[src/rtl/serial_bus_pkg.sv]
// Shared definitions for the bit-serial master/slave bus: responder FSM state codes and frame mode bits.
package serial_bus_pkg;

  typedef logic [2:0] state_t;

  localparam state_t IDLE  = 3'd0;
  localparam state_t ADDR  = 3'd1;
  localparam state_t WDATA = 3'd2;
  localparam state_t WRITE = 3'd3;
  localparam state_t RREQ  = 3'd4;
  localparam state_t RWAIT = 3'd5;
  localparam state_t RDATA = 3'd6;

  localparam logic MODE_READ  = 1'b0;
  localparam logic MODE_WRITE = 1'b1;

endpackage

[src/rtl/serial_shift_reg.sv]
// LSB-first shift register: serial bits enter at the MSB and leave from bit 0; clear beats load beats shift.
// Updates on the enabled edge only; no flow control of its own.
module serial_shift_reg #(
  parameter int WIDTH = 8
) (
  input  logic             clk,
  input  logic             rstn,
  input  logic             clr,
  input  logic             load,
  input  logic [WIDTH-1:0] din,
  input  logic             shift,
  input  logic             sin,
  output logic [WIDTH-1:0] q
);

  always_ff @(posedge clk or negedge rstn) begin
    if (!rstn)      q <= '0;
    else if (clr)   q <= '0;
    else if (load)  q <= din;
    else if (shift) q <= {sin, q[WIDTH-1:1]};
  end

endmodule

[src/rtl/serial_slave_if.sv]
// Serial bus responder: deserializes address/write data, performs one parallel access, serializes read data back.
// mem_wen the cycle after the last write bit; svalid 2 cycles after mem_ren; SSIF_TIMEOUT_EN enables stalled-frame abort.
module serial_slave_if
  import serial_bus_pkg::*;
#(
  parameter int ADDR_WIDTH     = 12,
  parameter int DATA_WIDTH     = 8,
  parameter int TIMEOUT_CYCLES = 16
) (
  input  logic                  clk,
  input  logic                  rstn,
  input  logic                  swdata,
  input  logic                  smode,
  input  logic                  mvalid,
  output logic                  srdata,
  output logic                  svalid,
  output logic                  sready,
  output logic [ADDR_WIDTH-1:0] mem_addr,
  output logic [DATA_WIDTH-1:0] mem_wdata,
  output logic                  mem_wen,
  output logic                  mem_ren,
  input  logic [DATA_WIDTH-1:0] mem_rdata
);

  localparam int RXW = (ADDR_WIDTH > DATA_WIDTH) ? ADDR_WIDTH : DATA_WIDTH;
  localparam int CW  = $clog2(RXW) + 1;

  state_t          state, state_nxt;
  logic            mode;
  logic [CW-1:0]   cnt;
  logic [RXW-1:0]  rx_q;
  logic [DATA_WIDTH-1:0] tx_q;
  logic            rx_shift, addr_last, wdat_last, rd_last, timeout;
  logic            unused_rx, unused_tx;

  assign rx_shift  = mvalid && (state == IDLE || state == ADDR || state == WDATA);
  assign addr_last = (state == ADDR)  && mvalid && (cnt == CW'(ADDR_WIDTH - 1));
  assign wdat_last = (state == WDATA) && mvalid && (cnt == CW'(DATA_WIDTH - 1));
  assign rd_last   = (state == RDATA) && (cnt == CW'(DATA_WIDTH - 1));

`ifdef SSIF_TIMEOUT_EN
  localparam int GW = $clog2(TIMEOUT_CYCLES + 1);
  logic [GW-1:0] gap_cnt;

  always_ff @(posedge clk or negedge rstn) begin
    if (!rstn)
      gap_cnt <= '0;
    else if ((state == ADDR || state == WDATA) && !mvalid)
      gap_cnt <= gap_cnt + 1'b1;
    else
      gap_cnt <= '0;
  end

  assign timeout = (state == ADDR || state == WDATA) && !mvalid &&
                   (gap_cnt == GW'(TIMEOUT_CYCLES - 1));
`else
  localparam int unused_timeout = TIMEOUT_CYCLES;
  assign timeout = 1'b0;
`endif

  always_ff @(posedge clk or negedge rstn) begin
    if (!rstn) state <= IDLE;
    else       state <= state_nxt;
  end

  always_comb begin
    state_nxt = state;
    case (state)
      IDLE:    if (mvalid) state_nxt = ADDR;
      ADDR:    if (timeout) state_nxt = IDLE;
               else if (addr_last) state_nxt = (mode == MODE_WRITE) ? WDATA : RREQ;
      WDATA:   if (timeout) state_nxt = IDLE;
               else if (wdat_last) state_nxt = WRITE;
      WRITE:   state_nxt = IDLE;
      RREQ:    state_nxt = RWAIT;
      RWAIT:   state_nxt = RDATA;
      RDATA:   if (rd_last) state_nxt = IDLE;
      default: state_nxt = IDLE;
    endcase
  end

  always_comb begin
    sready  = (state == IDLE);
    mem_wen = (state == WRITE);
    mem_ren = (state == RREQ);
    svalid  = (state == RDATA);
    srdata  = (state == RDATA) && tx_q[0];
  end

  // The final bit comes straight from swdata so the word is complete on the same edge as the state change.
  always_ff @(posedge clk or negedge rstn) begin
    if (!rstn) begin
      mode      <= MODE_READ;
      cnt       <= '0;
      mem_addr  <= '0;
      mem_wdata <= '0;
    end else begin
      if (state == IDLE && mvalid) mode <= smode;
      if (addr_last) mem_addr  <= {swdata, rx_q[RXW-1 -: ADDR_WIDTH-1]};
      if (wdat_last) mem_wdata <= {swdata, rx_q[RXW-1 -: DATA_WIDTH-1]};
      if (timeout)
        cnt <= '0;
      else if (rx_shift || state == RDATA)
        cnt <= (addr_last || wdat_last || rd_last) ? '0 : cnt + 1'b1;
    end
  end

  serial_shift_reg #(.WIDTH(RXW)) u_rx (
    .clk   (clk),
    .rstn  (rstn),
    .clr   (addr_last),
    .load  (1'b0),
    .din   ('0),
    .shift (rx_shift),
    .sin   (swdata),
    .q     (rx_q)
  );

  serial_shift_reg #(.WIDTH(DATA_WIDTH)) u_tx (
    .clk   (clk),
    .rstn  (rstn),
    .clr   (1'b0),
    .load  (state == RWAIT),
    .din   (mem_rdata),
    .shift (state == RDATA),
    .sin   (1'b0),
    .q     (tx_q)
  );

  assign unused_rx = ^rx_q;
  assign unused_tx = ^tx_q;

endmodule
[config.mk]
export PLATFORM = sky130hd
export DESIGN_NAME = serial_slave_if
export DESIGN_NICKNAME = d
export VERILOG_FILES = /design/src/rtl/serial_bus_pkg.sv /design/src/rtl/serial_shift_reg.sv /design/src/rtl/serial_slave_if.sv
export SDC_FILE = /design/constraint.sdc
export NUM_CORES = 1
export LEC_CHECK = 0
export ABC_AREA = 1
export ABC_CLOCK_PERIOD_IN_PS = 1500
export CAP_MARGIN = 40
export CORE_MARGIN = 2
export CORE_UTILIZATION = 35
export CTS_BUF_LIST = sky130_fd_sc_hd__clkbuf_4
export CTS_CLUSTER_DIAMETER = 30
export DETAILED_ROUTE_END_ITERATION = 6
export HOLD_SLACK_MARGIN = 0.06
export SYNTH_ARGS = -nofsm -noshare
export SYNTH_HDL_FRONTEND = slang
export SYNTH_SLANG_ARGS = --single-unit
[constraint.sdc]
create_clock -name clk -period 1.5 [get_ports clk]
set_input_delay 0.3 -clock clk [delete_from_list [all_inputs] [get_ports clk]]
set_output_delay 0.3 -clock clk [all_outputs]
set_load 0.01 [all_outputs]
Word-level counts from Yosys, hierarchy flattened
Index checks and enable logic that the tools add are counted.
{ "totals": {"out_inout_bits": 25, "regBits": 49} }
{ "op_classes": {"n_addsub": 1, "n_reduce_logical": 17, "muxes": 11, "n_eq_ne": 12} }
{ "op_table": {"columns": ["cell", "n"], "rows": [
  ["$mux 12", 2],
  ["$pmux 3 s6", 1],
  ["$mux 8", 2],
  ["$mux 3", 5],
  ["$eq 3x3->1 const B", 3],
  ["$logic_and 1x1->1", 8],
  ["$eq 3x2->1 const B", 2],
  ["$ne 2x2->1 const B", 3],
  ["$add 5x1->5 const B", 1],
  ["$eq 5x3->1 const B", 1],
  ["$eq 5x4->1 const B", 1],
  ["$logic_or 1x1->1", 5],
  ["$mux 5", 1],
  ["$reduce_and 4->1", 1],
  ["$reduce_bool 2->1", 2],
  ["$eq 3x1->1 const B", 1],
  ["$logic_not 3->1", 1],
  ["$ne 2x1->1 const B", 1]
]} }

Longest topological paths before layout
{ "depth": {"word_depth": 6, "depth_mapped": 9} }

Cells and area by module
A second synthesis with hierarchy kept.
{ "unflattened": {"hier_cells": 343, "hier_area_um2": 2561.2} }
{ "by_module_without_submodules": {"columns": ["mod", "instances", "area_each_um2", "cells_per_inst", "seq_area_each_um2"], "rows": [
  ["serial_slave_if", 1, 1453.9, 189, 725.7],
  ["serial_shift_reg (u_rx)", 1, 658.1, 93, 300.3],
  ["serial_shift_reg (u_tx)", 1, 449.2, 61, 200.2]
]} }

Least setup slack after synthesis
Ideal clock, no wire load.
{ "synth_path": {"path_kind": "flip-flop to flip-flop", "startpoint": "register state[0]", "endpoint": "register cnt[1]", "path_stages_with_launch": 7, "arrival_time_ns": 1.186, "period_less_slack_ns": 1.308, "path_slack_ns": 0.192, "t_required_ns": 1.378, "cell_sequence": "dfrtp_1 -> inv_1 -> nand2_1 -> nor2_1 -> o21ai_0 -> nand2_1 -> o21ai_1"} }
{ "synth_rtl": {"columns": ["item", "line", "rtl"], "rows": [
  ["from (decl)", "serial_slave_if.sv:28", "state_t state, state_nxt;"],
  ["from (signal assigned)", "serial_slave_if.sv:63", "else state <= state_nxt;"],
  ["$eq 3x3->1 (*)", null, null],
  ["named net svalid", "serial_slave_if.sv:16", "output logic svalid,"],
  ["$logic_and 1x1->1", "serial_slave_if.sv:39", "assign rd_last = (state == RDATA) && (cnt == CW'(DATA_WIDTH - 1));"],
  ["$logic_or 1x1->1", "serial_slave_if.sv:104", "cnt <= (addr_last || wdat_last || rd_last) ? '0 : cnt + 1'b1;"],
  ["$mux 5", "serial_slave_if.sv:104", null],
  ["to (signal assigned)", "serial_slave_if.sv:104", null],
  ["to (decl)", "serial_slave_if.sv:30", "logic [CW-1:0] cnt;"]
]} }
The timed path passes the listed nets; every way through them passes the cells marked *.
A chain may end at the register's enable or synchronous reset.

Final worst setup path
{ "layout_path": {"startpoint": "register state[1]", "endpoint": "output mem_wen"} }
{ "layout_between": {"elab_chain_cells": 1} }
{ "layout_lines": {"columns": ["item", "line", "rtl"], "rows": [
  ["$eq 3x2->1", "serial_slave_if.sv:84", "mem_wen = (state == WRITE);"],
  ["to (decl)", "serial_slave_if.sv:20", "output logic mem_wen,"]
]} }
No other way between the ends.

==> results.sh <==
export IMPL_status="complete, but fails checks"
export IMPL_failed_checks="setup timing"
export IMPL_path_max_fanout=2
export IMPL_synthAdderAreaFrac_pct=0.579
export IMPL_comb_power_share_pct=47.4
export IMPL_final_layout_size_suffix_gt1_share_pct=25.8
export IMPL_synth_compound_area_share_pct=12.1
export IMPL_internal_power_mw=2.89
export IMPL_multi_input_area_um2=915
export IMPL_row_count=28
export IMPL_dp_hpwl_um=3150
export IMPL_synthMuxAreaShare_pct=0.521
export IMPL_crit_chain="buf_6 -> buf_4 -> nand2_4 -> nor2_1 -> buf_2"
export IMPL_core_region_area_mm2=0.00596
export IMPL_grt_overflow=0
export IMPL_finalPower_mw=4.72
export IMPL_tightest_slew_ps=299
export IMPL_gr_usage_met3_pct=2.93
export IMPL_ir_drop_mv=0.777
export IMPL_use_met1_pct=19.8
export IMPL_grt_pass1_vias=1756
export IMPL_synth_seq_cells=48
export IMPL_worstHoldPathType="primary input to async pin"
export IMPL_clock_skew_final_ps=12.4
export IMPL_cts_sinks=48
export IMPL_clockBufferDepth=2
export IMPL_dp_slack_ps=-185
export IMPL_start_util_pct=36.3
export IMPL_busiest_layer="met2"
export IMPL_power_density_mw_per_mm2=1490
export IMPL_n_antenna_cell=0
export IMPL_finalHoldViolCount=0
export IMPL_die_y_um=82.6
export IMPL_max_stage_delay_ps=430
export IMPL_cap_violations=0
export IMPL_cts_made_buffers=5
export IMPL_netlist_area_mm2=0.00216
export IMPL_nets=347
export IMPL_criticalPathCategory="flip-flop to primary output"
export IMPL_period_needed_ps=1590
export IMPL_antenna_found_initial=0
export IMPL_grt_start_max_net_pins=49
export IMPL_power_switching_mw=1.83
export IMPL_ys_types=24
export IMPL_yosys_area_share_simple_pct=20.7
export IMPL_critPathLaunchType="flip-flop"
export IMPL_clk_latency_ps=370
export IMPL_cp_required_ps=1200
export IMPL_io_pins=38
export IMPL_final_cell_mix="nand2_1, dfrtp_1, inv_1"
export IMPL_viasPerCell=4.67
export IMPL_die_w_um=82.6
export IMPL_p_leak_nw=1.68
export IMPL_io_buffers=37
export IMPL_route_detailed_drc=0
export IMPL_cts_tree="yes"
export IMPL_area_growth_pct=46.5
export IMPL_drtIter0Drc=42
export IMPL_wl_per_cell_um=13.0
export IMPL_path_buf_inv=3
export IMPL_fillers=550
export IMPL_seq_area_frac_synth_pct=55.6
export IMPL_dr_pass1_iters=6
export IMPL_max_slew_margin_rel_pct=80.0
export IMPL_routed_wl_um=5310
export IMPL_synth_xor_area_share_pct=0.810
export IMPL_syn_num_nets=275
export IMPL_grt_pass1_wl_um=7800
export IMPL_clkPwrFrac_pct=12.3
export IMPL_setup_violations=5
export IMPL_place_congestion=0.780
export IMPL_crit_family="flip-flops"
export IMPL_worstPathArrival_ps=1290
export IMPL_critical_path_endpoint_type="primary output"
export IMPL_ys_warn_count=0
export IMPL_layout_commonest_cell="nand2_1"
export IMPL_tns_ps=-360
export IMPL_cts_htree_levels=2
export IMPL_grt_usage_pct=15.0
export IMPL_use_met2_pct=24.9
export IMPL_regArea_mm2=0.00120
export IMPL_p_seq_share_pct=40.3
export IMPL_vias=1907
export IMPL_syn_instance_count=261
export IMPL_rsz0062_at_grt="yes"
export IMPL_slowest_stage="dfrtp_1"
export IMPL_period_share_pct=106
export IMPL_clk_pin_slew_worst_paths_ps=130
export IMPL_ant_nets=0
export IMPL_slew_viol_final=0
export IMPL_avgSynthCellArea_um2=8.28
export IMPL_setup_ws_ps=-93.6
export IMPL_max_freq_mhz=628
export IMPL_synth_top_family_by_area="simple AND/OR/NAND/NOR gates"
export IMPL_dieArea_mm2=0.00682
export IMPL_timing_hold_ws_ps=429
export IMPL_clockRootBuffer="clkbuf_4"
export IMPL_sw_frac_of_total_pct=38.7
worst reg2reg max path, stage by stage (launching register included):
cell,delay (ps)
dfrtp_2,440
buf_6,150
inv_4,60
buf_6,130
nand2_4,60
nor2_4,160
nand2_4,100
clkbuf_16,180
nand2_2,50
o21ai_0,70
worst paths after layout:
path                                        from                  endpoint  slack (ps)  depth (start not counted)
setup / recovery            state[1]$_DFFE_PN0P_                   mem_wen         -90                          5
hold / removal                              rstn     u_tx.q[7]$_DFFE_PN0P_         430                          3
setup reg to reg            state[2]$_DFFE_PN0P_  mem_wdata[7]$_DFFE_PN0P_          10                          9
hold reg to reg            u_tx.q[4]$_DFFE_PN0P_     u_tx.q[4]$_DFFE_PN0P_         500                          2
max in group asynchronous                   rstn      state[2]$_DFFE_PN0P_         820                          3
min in group clk                    mem_rdata[2]     u_tx.q[2]$_DFFE_PN0P_         500                          3
cell type report:
cell class	count	share of cell area, %
Sequential cell	48	38.0
Multi-Input combinational cell	165	28.9
Timing Repair Buffer	73	23.7
Inverter	40	4.98
Tap cell	75	2.96
Clock buffer	5	1.18
Clock inverter	2	0.395
Yosys cell counts, drive strengths merged:
cell type / count / share of area, %
xor2: 1 / 0.41
clkbuf: 2 / 0.35
mux2: 1 / 0.52
buf: 6 / 2.5
nand3: 11 / 2.5
o21ai: 41 / 9.5
nor2: 18 / 3.1
and3: 1 / 0.29
a21oi: 5 / 1.2
nand2: 77 / 13
xnor2: 1 / 0.41
nand4: 3 / 0.87
inv: 40 / 6.9
o211ai: 2 / 0.69
dfrtp: 48 / 56
a21boi: 1 / 0.35
o221ai: 1 / 0.41
ha: 1 / 0.58
nand3b: 1 / 0.35
registers in the layout (all words and copies together) (netlist names):
| signal | count |
|---|---|
| mode | 1 |
| mem_addr | 12 |
| state | 3 |
| mem_wdata | 8 |
| u_rx.q | 11 |
| u_tx.q | 8 |
| cnt | 5 |
stage by stage:
stage	area, µm²	utilization [%]	std cells
global placement	2740	46.0	384
CTS	2860	48.0	400
global route	3170	53.2	408
floorplan	2160	-	261
detailed placement	2740	46.0	384
finish	3170	53.2	408
timing repair:
| item | CTS | global route |
|---|---|---|
| endpoints found under the setup margin | 25 | 53 |
| gates resized for setup | 58 | 56 |
| hold endpoints to repair | 48 | 0 |
| pin swaps | 3 | 10 |
| hold buffers | 1 | 0 |
| setup buffers | 8 | 7 |
| gates cloned | 0 | 4 |
logic make-up (layout without fill, tap and decap cells):
kind of cell,Yosys count,after routing
adder cells (fa/ha/maj),1,1
multiplexers,1,1
AO/OA/AOI/OAI,50,50
AND/OR/NAND/NOR,111,111
buffers and inverters,48,120
XOR/XNOR,2,2
flip-flops,48,48
power groups by stage:
stage	Sequential [mW]	Clock [mW]	Combinational [mW]
final	1.90	0.581	2.23
after global placement	1.93	0	1.62
after CTS	1.89	0.599	1.80
after global routing	1.96	0.644	2.51
after floorplan	1.92	0	0.987
after detailed placement	1.94	0	1.65
routing by layer:
| layer | share of wire [%] | vias up |
|---|---|---|
| met5 | 0 | - |
| met4 | 0.90 | 0 |
| met3 | 5.1 | 5 |
| met2 | 46 | 41 |
| met1 | 48 | 897 |
| li1 | - | 964 |
Power figures use the tool's default switching activity.
